===== config.mk =====
export PLATFORM = sky130hd
export DESIGN_NAME = mask_count_decoder_flat
export DESIGN_NICKNAME = d
export VERILOG_FILES = /design/src/rtl/mask_count_if.sv /design/src/rtl/mask_count_decoder.sv /design/src/flat_wrapper.sv
export SDC_FILE = /design/constraint.sdc
export NUM_CORES = 1
export LEC_CHECK = 0
export ABC_CLOCK_PERIOD_IN_PS = 2500
export CAP_MARGIN = 15
export CORE_MARGIN = 4
export CORE_UTILIZATION = 53
export DETAILED_ROUTE_END_ITERATION = 10
export GPL_TIMING_DRIVEN = 0
export PLACE_DENSITY = 0.78
export SYNTH_ARGS = -nofsm -noshare
export SYNTH_HDL_FRONTEND = slang
export SYNTH_SLANG_ARGS = --single-unit

===== constraint.sdc =====
create_clock -name clk -period 2.5 [get_ports clk]
set_clock_uncertainty 0.2 [all_clocks]
set_input_delay 0.25 -clock clk [delete_from_list [all_inputs] [get_ports clk]]
set_output_delay 0.25 -clock clk [all_outputs]
set_load 0.01 [all_outputs]

===== src/rtl/mask_count_if.sv =====
// Handshake bundle between a word producer, the mask count decoder and the result consumer.
//
// Valid/ready semantics on both channels: a transfer happens on a rising clock
// edge where valid and ready are both high. The producer holds valid and its
// payload stable until that edge. The consumer side may raise or lower ready
// freely.
interface mask_count_if #(
   parameter int WIDTH = 64
);
   logic             in_valid;
   logic             in_ready;
   logic [WIDTH-1:0] A;
   logic             out_valid;
   logic             out_ready;
   logic [7:0]       B;
   logic             all_zero;

   // Decoder side: takes words in and presents results.
   modport slave (
      input  in_valid, A, out_ready,
      output in_ready, out_valid, B, all_zero
   );

   // Producer/consumer side: the block that drives the decoder.
   modport master (
      output in_valid, A, out_ready,
      input  in_ready, out_valid, B, all_zero
   );
endinterface


===== src/rtl/mask_count_decoder.sv =====
// Iterative trailing-zero decoder. It scans a WIDTH-bit word one DIGIT-wide
// digit per cycle. It reports the mask count B, which is the largest B such
// that clearing the low B bits leaves the word unchanged. all_zero flags the
// case where the word is zero and B equals WIDTH.
module mask_count_decoder #(
   parameter int WIDTH = 64,
   parameter int DIGIT = 4
) (
   input  logic        clk,
   input  logic        rst_n,
   mask_count_if.slave bus,
   output logic [1:0]  state_dbg
);

   typedef enum logic [1:0] {
      IDLE = 2'd0,
      SCAN = 2'd1,
      HOLD = 2'd2
   } state_t;

   localparam logic [7:0] DIGIT8 = 8'(DIGIT);
   localparam logic [7:0] WIDTH8 = 8'(WIDTH);

   state_t           state;
   logic [WIDTH-1:0] sr;
   logic [7:0]       cnt;
   logic             in_ready;
   logic             out_valid;
   logic [7:0]       b_q;
   logic             all_zero;
   logic [DIGIT-1:0] digit;
   logic [7:0]       digit_idx;

   // Index of the lowest set bit in a digit. The result is 0 when the digit is zero.
   function automatic logic [7:0] low_index(input logic [DIGIT-1:0] d);
      logic [7:0] idx;
      idx = 8'd0;
      for (int i = DIGIT - 1; i >= 0; i--) begin
         if (d[i]) idx = 8'(i);
      end
      return idx;
   endfunction

   // Look at the current low digit of the shift register.
   always_comb begin
      digit     = sr[DIGIT-1:0];
      digit_idx = low_index(sr[DIGIT-1:0]);
   end

   // Control FSM and datapath. All outputs are registered.
   always_ff @(posedge clk or negedge rst_n) begin
      if (!rst_n) begin
         state     <= IDLE;
         in_ready  <= 1'b1;
         out_valid <= 1'b0;
         b_q       <= 8'h00;
         all_zero  <= 1'b0;
         cnt       <= 8'h00;
         sr        <= '0;
      end else begin
         case (state)
            IDLE: begin
               if (bus.in_valid) begin
                  sr       <= bus.A;
                  cnt      <= 8'h00;
                  in_ready <= 1'b0;
                  state    <= SCAN;
               end
            end
            SCAN: begin
               if (|digit) begin
                  b_q       <= cnt + digit_idx;
                  all_zero  <= 1'b0;
                  out_valid <= 1'b1;
                  state     <= HOLD;
               end else if (cnt + DIGIT8 == WIDTH8) begin
                  // Last digit is also zero, so the whole word is zero.
                  b_q       <= WIDTH8;
                  all_zero  <= 1'b1;
                  out_valid <= 1'b1;
                  state     <= HOLD;
               end else begin
                  cnt <= cnt + DIGIT8;
                  sr  <= sr >> DIGIT;
               end
            end
            HOLD: begin
               // Return to IDLE only. A new word is accepted no earlier than the next cycle.
               if (bus.out_ready) begin
                  out_valid <= 1'b0;
                  in_ready  <= 1'b1;
                  state     <= IDLE;
               end
            end
            default: begin
               out_valid <= 1'b0;
               in_ready  <= 1'b1;
               state     <= IDLE;
            end
         endcase
      end
   end

   assign bus.in_ready  = in_ready;
   assign bus.out_valid = out_valid;
   assign bus.B         = b_q;
   assign bus.all_zero  = all_zero;
   assign state_dbg     = state;

endmodule


===== src/flat_wrapper.sv =====
// flat-port wrapper written by rule: the top's interface ports become plain ports
module mask_count_decoder_flat 
#(
   parameter int WIDTH = 64,
   parameter int DIGIT = 4
)
  (clk, rst_n, state_dbg, bus_in_valid, bus_A, bus_out_ready, bus_in_ready, bus_out_valid, bus_B, bus_all_zero);
  mask_count_if #(.WIDTH(WIDTH)) bus_i ();
  input  logic clk;
  input  logic rst_n;
  output logic [1:0] state_dbg;
  input wire logic [$bits(bus_i.in_valid)-1:0] bus_in_valid;
  input wire logic [$bits(bus_i.A)-1:0] bus_A;
  input wire logic [$bits(bus_i.out_ready)-1:0] bus_out_ready;
  output wire logic [$bits(bus_i.in_ready)-1:0] bus_in_ready;
  output wire logic [$bits(bus_i.out_valid)-1:0] bus_out_valid;
  output wire logic [$bits(bus_i.B)-1:0] bus_B;
  output wire logic [$bits(bus_i.all_zero)-1:0] bus_all_zero;
  assign bus_i.in_valid = bus_in_valid;
  assign bus_i.A = bus_A;
  assign bus_i.out_ready = bus_out_ready;
  assign bus_in_ready = bus_i.in_ready;
  assign bus_out_valid = bus_i.out_valid;
  assign bus_B = bus_i.B;
  assign bus_all_zero = bus_i.all_zero;
  mask_count_decoder #(.WIDTH(WIDTH), .DIGIT(DIGIT)) u_core (.clk(clk), .rst_n(rst_n), .bus(bus_i), .state_dbg(state_dbg));
endmodule

Yosys cells after proc, flatten, opt, wreduce, memory -nomap -nowiden. Cells that the tools add are included.

$add $sub $neg: 2. Equality and inequality tests: 8. Muxes and demuxes: 27. Bitwise gates (word level): 2. Reduce and logical (&&, ||, !) cells: 9.

Operators by type and width (count): two-way mux 64 bit (3); case mux 64 bit (2 select lines) (1); two-way mux 8 bit (8); case mux 8 bit (2 select lines) (1); two-way mux 2 bit (5); AND reduction 3 bit (3); adder 8 x 3 -> 8 bit, second input constant (1); adder 8 bit (1); equality test 8 x 7 -> 1 bit, second input constant (1); != test 2 bit, second input constant (4); two-way mux 1 bit (6); case mux 1 bit (3 select lines) (2); case mux 2 bit (3 select lines) (1); AND reduction 4 bit (1); nonzero test 2 bit (2); OR reduction 4 bit (1); != test 3 x 1 -> 1 bit, second input constant (1); equality test 2 x 1 -> 1 bit, second input constant (1); equality test 2 bit, second input constant (1); logical NOT 2 bit (1); inverter 1 bit (2); AND reduction 2 bit (1).

Flip-flop bits (word level): 85. Input bits: 68. Output and inout bits: 13. Logic and storage cells: 55.

Logic depth before layout (Yosys ltp). Gate-level depths: netlist (run 1).

Depth after elaboration: 6. Gate-level depth with buffers: 8.

Worst setup path after synthesis (run 1). OpenSTA, ideal clock, no wires.

Kind: flip-flop to flip-flop. From: register u_core.cnt[2]. To: register u_core.cnt[2]. Library setup time: 125 ps. Arrival: 1916 ps. Data required time: 2175 ps. Slack: 259 ps. Cell stages (with the launch flop): 8. Buffers on the path: 1. Cell sequence: dfrtp_1 ha_1 nand2_1 or3_4 o22ai_4 inv_8 buf_12 mux2_4.

Longest elaborated chain between the ends: 4. Elaborated cells between the ends (all ways): 7. Those cells by class: 1 x add/sub; 2 x eq/ne; 3 x mux; 1 x reduce/logical.

Ends and longest elaborated chain: from (decl) (line mask_count_decoder.sv:26) `logic [7:0] cnt;`; from (signal assigned) (line mask_count_decoder.sv:83) `cnt <= cnt + DIGIT8;`; adder 8 x 3 -> 8 bit (*) (line mask_count_decoder.sv:76, mask_count_decoder.sv:83); equality test 8 x 7 -> 1 bit or two-way mux 8 bit (tied branches) (line mask_count_decoder.sv:76) `end else if (cnt + DIGIT8 == WIDTH8) begin`; != test 2 bit (no line) or two-way mux 8 bit (tied branches); AND reduction 4 bit (no line) or case mux 8 bit (2 select lines) (tied branches).

Every way passes the cells marked *; elsewhere a longest branch is shown, timed or not. The select of a mux whose other input is x is not followed. A chain may end at the register's enable or synchronous reset.

Final worst setup path (run 1).
From: register u_core.cnt[2]. To: register u_core.sr[20].

Longest elaborated chain between the ends: 4.

Ends and longest elaborated chain: adder 8 x 3 -> 8 bit (line mask_count_decoder.sv:76); equality test 8 x 7 -> 1 bit (line mask_count_decoder.sv:76); != test 2 bit (no line); AND reduction 4 bit (no line); to (signal assigned) (line mask_count_decoder.sv:64) `sr <= bus.A;`; to (signal assigned) (line mask_count_decoder.sv:84) `sr <= sr >> DIGIT;`; to (decl) (line mask_count_decoder.sv:25) `logic [WIDTH-1:0] sr;`.

No other way between the ends.

==> results of run 1 <==
-- worst paths after layout --
check	slack, ps	to	start
max	140	u_core.sr[20]	u_core.cnt[2]
max reg2reg	140	u_core.sr[20]	u_core.cnt[2]
min reg2reg	310	u_core.bus.B[5]	u_core.bus.B[5]
min	150	u_core.sr[53]	rst_n
max in group asynchronous	1320	u_core.bus.in_ready	rst_n
min in group clk	310	u_core.bus.B[5]	u_core.bus.B[5]
-- timing repair --
| item | CTS | global route |
|---|---|---|
| endpoints found under the setup margin | 57 | 58 |
| pin swaps | 0 | 1 |
| resized for setup | 2 | 2 |
| cloned | 0 | 0 |
| buffers inserted | 0 | 1 |
| hold buffers | 1 | 0 |
| hold endpoints to repair | 82 | 0 |
-- power by group through the flow --
stage	clock network [mW]	logic (mW)	registers, mW
after CTS	1.16	2.89	2.37
after global routing	1.23	3.13	2.46
after floorplan	0	2.20	2.30
after global placement	0	2.79	2.35
final	1.14	2.87	2.37
after detailed placement	0	2.86	2.38
-- cells in the final DEF (no fill, tap or decap), drive strengths merged, types with 2 or more instances in the layout --
cell,instances
a21oi,5
a22o,10
buf,20
bufinv,3
clkbuf,15
clkdlybuf4s50,79
clkinv,3
dfrtp,82
ha,3
inv,7
mux2,61
mux2i,4
nand2,183
nand4,2
nor2,7
nor3,2
nor3b,2
nor4,2
o21a,2
o21ai,4
xor2,2
-- cells by family after synthesis --
| kind of cell | after synthesis | synth area share (%) |
|---|---|---|
| XOR/XNOR | 3 | 0.597 |
| flip-flops | 83 | 47.2 |
| adder cells (fa/ha/maj) | 3 | 0.853 |
| multiplexers | 65 | 21.4 |
| AND/OR/NAND/NOR | 206 | 18.9 |
| other | 1 | 0.0852 |
| buffers and inverters | 31 | 5.18 |
| AO/OA/AOI/OAI | 31 | 5.80 |
-- flip-flops by register name (all words and copies together), names as in the netlist --
name                  count
u_core.sr                64
u_core.bus.B              8
u_core.cnt                6
u_core.state_dbg          2
u_core.bus.all_zero       1
u_core.bus.in_ready       1
u_core.bus.out_valid      1
-- routing by layer --
metal	vias to the layer above	track usage, %
met2	87	30.2
met1	1541	28.6
li1	1577	-
met4	0	5.78
met5	-	0
met3	9	4.14
-- per-stage QoR --
step	total power, mW	setup TNS (ps)	utilization [%]
after floorplan	4.50	0	-
after global placement	5.14	-166400	67.5
after detailed placement	5.23	-6280	67.9
after CTS	6.42	0	71.1
after global routing	6.82	0	71.2
final	6.39	0	71.2
-- final cells by class --
class / count / area, um^2
multi-input cells: 309 / 2100
clock inverters: 7 / 116
flip-flops and latches: 83 / 2080
fillers: 596 / 2270
repair buffers: 83 / 843
clock buffers: 9 / 124
inverters: 7 / 33.8
well taps: 102 / 128
plain buffers: 23 / 190
==> run metrics, run 1 <==
CP Max Fanout=10; WP depth=7; vias in the first global route=~3400; IO Pins=81; pin count of the biggest net entering global routing=around 60; PwrDens=about 1100 mW/mm^2; synthesized cell area=about 0.0044 mm^2; Tmin final=between 2000 and 2500 ps; sequential-to-total area share from yosys stat=47.2%; CTS tree=done; ant diodes=0; Worst slew margin=about 55%; Slew @ Worst Pin=672 ps; switching portion of total power=between 30% and 40%; worst-path cell chain=ha_2 -> nand2_1 -> or3_4 -> o22ai_4 -> inv_8 -> buf_12 -> mux2_4; hold crit path type=input pin to async pin; met2 WL=4.26 mm; Placed Area=approximately 0.0054 mm^2; combinational share of power=between 40 and 50%; syn_area_per_cell=about 10 um^2; FMAX=0.423 GHz; post-route setup slack=136 ps; CP max stage cell=dfrtp_2; Synth async-reset ratio=between 90% and 100%; crit path kind=flip-flop to flip-flop; maximum clock path buffer count=2; fin area=0.00562 mm^2; WP data arrival=between 2000 and 2500 ps; CTS buffer count=9; P_sw=approximately 2.1 mW; maxcap violations=0; DRC violations left=0; antenna violations before repair=0; Syn Inst Count=around 420; internal power=between 4 and 5 mW; DP Wirelength=6.45 mm; Post-synth EDFFs=0; CTS sink count=83; IO Port Bufs=80; Mapped Nets=about 490; post-route insts no fill=between 600 and 700; total gr overflow=0; placed cell count=about 610; DR iter-0 viols=approximately 140; RSZ-0062 raised after global routing=false; required time of the critical path=around 2500 ps; met3 WL=between 400 and 500 um; top cells by area, synth=dfrtp_1 (47%), mux2_4 (19%), nand2_1 (16%); worst reg2reg path depth=7; Crit. End Element=flip-flop; first-pass GRT wire length=approximately 16 mm; H-tree lvl count=3; NumNets Final=between 500 and 600; delay-heaviest family, CP=flip-flops; hold slack=between 150 and 200 ps; clock-pin slew on the worst setup and hold paths=about 90 ps; uppermost layer routed=met4; Area Overhead vs Synth=27.7%; # rows=32; Die X=~99 um; worst path bufs/invs=2; die height=99.1 um; Pleak=between 2 and 3 nW; Skew-Pair Late Insertion Delay=around 340 ps; predominant post-synthesis flop cell=dfrtp_1; Setup WS pre-CTS=-119 ps; #FFs+latches synth=83; Die ar.=between 0.009 and 0.01 mm^2; DRT Wirelength=9.20 mm; Pins Over Slew Limit=0; Vias/cell=approximately 5.2; count leader, synth=nand2_1; status=finished, final reports clean; Final Hold Violating Endpoints=0; Root Driver=clkbuf_8; overall routing resource usage=between 10% and 20%; Yosys Warn Count=0; Clock power frac=between 10% and 20%; Met1 Wirelength=around 4.4 mm; Post-synth top cells=nand2_1 (183), dfrtp_1 (82), mux2_4 (57), clkbuf_1 (7), nor2_1 (7); cell taking the most area after synthesis=dfrtp_1; peak supply drop=a little under 0.6 mV; final setup fails=0; Startpoint Class=flip-flop; period utilisation layout=94.6%; WL per Instance=roughly 15 um; total core area=roughly 0.008 mm^2; starting density of the core=between 50% and 60%; layout cells sized above 1=20.3%; total number of vias=about 3200; GPL Wtd Cong=approximately 0.8; Pre-antenna DRT Iters=4; Synth top area share=between 40% and 50%; Distinct cells, synth=45; antenna-violating nets left=0; Reg power frac=a little under two fifths; CP max stage delay=roughly 480 ps
(Power assumes the default switching activity.)
==> run 2: changes to the inputs <==
--- a/config.mk
+++ b/config.mk
@@ -9,6 +9,7 @@
 export CAP_MARGIN = 15
 export CORE_MARGIN = 4
 export CORE_UTILIZATION = 53
+export CTS_CLUSTER_DIAMETER = 40
 export DETAILED_ROUTE_END_ITERATION = 10
 export GPL_TIMING_DRIVEN = 0
 export PLACE_DENSITY = 0.78
==> results of run 2 <==
The final DEF is identical to that of run 1; final timing and power are the same.
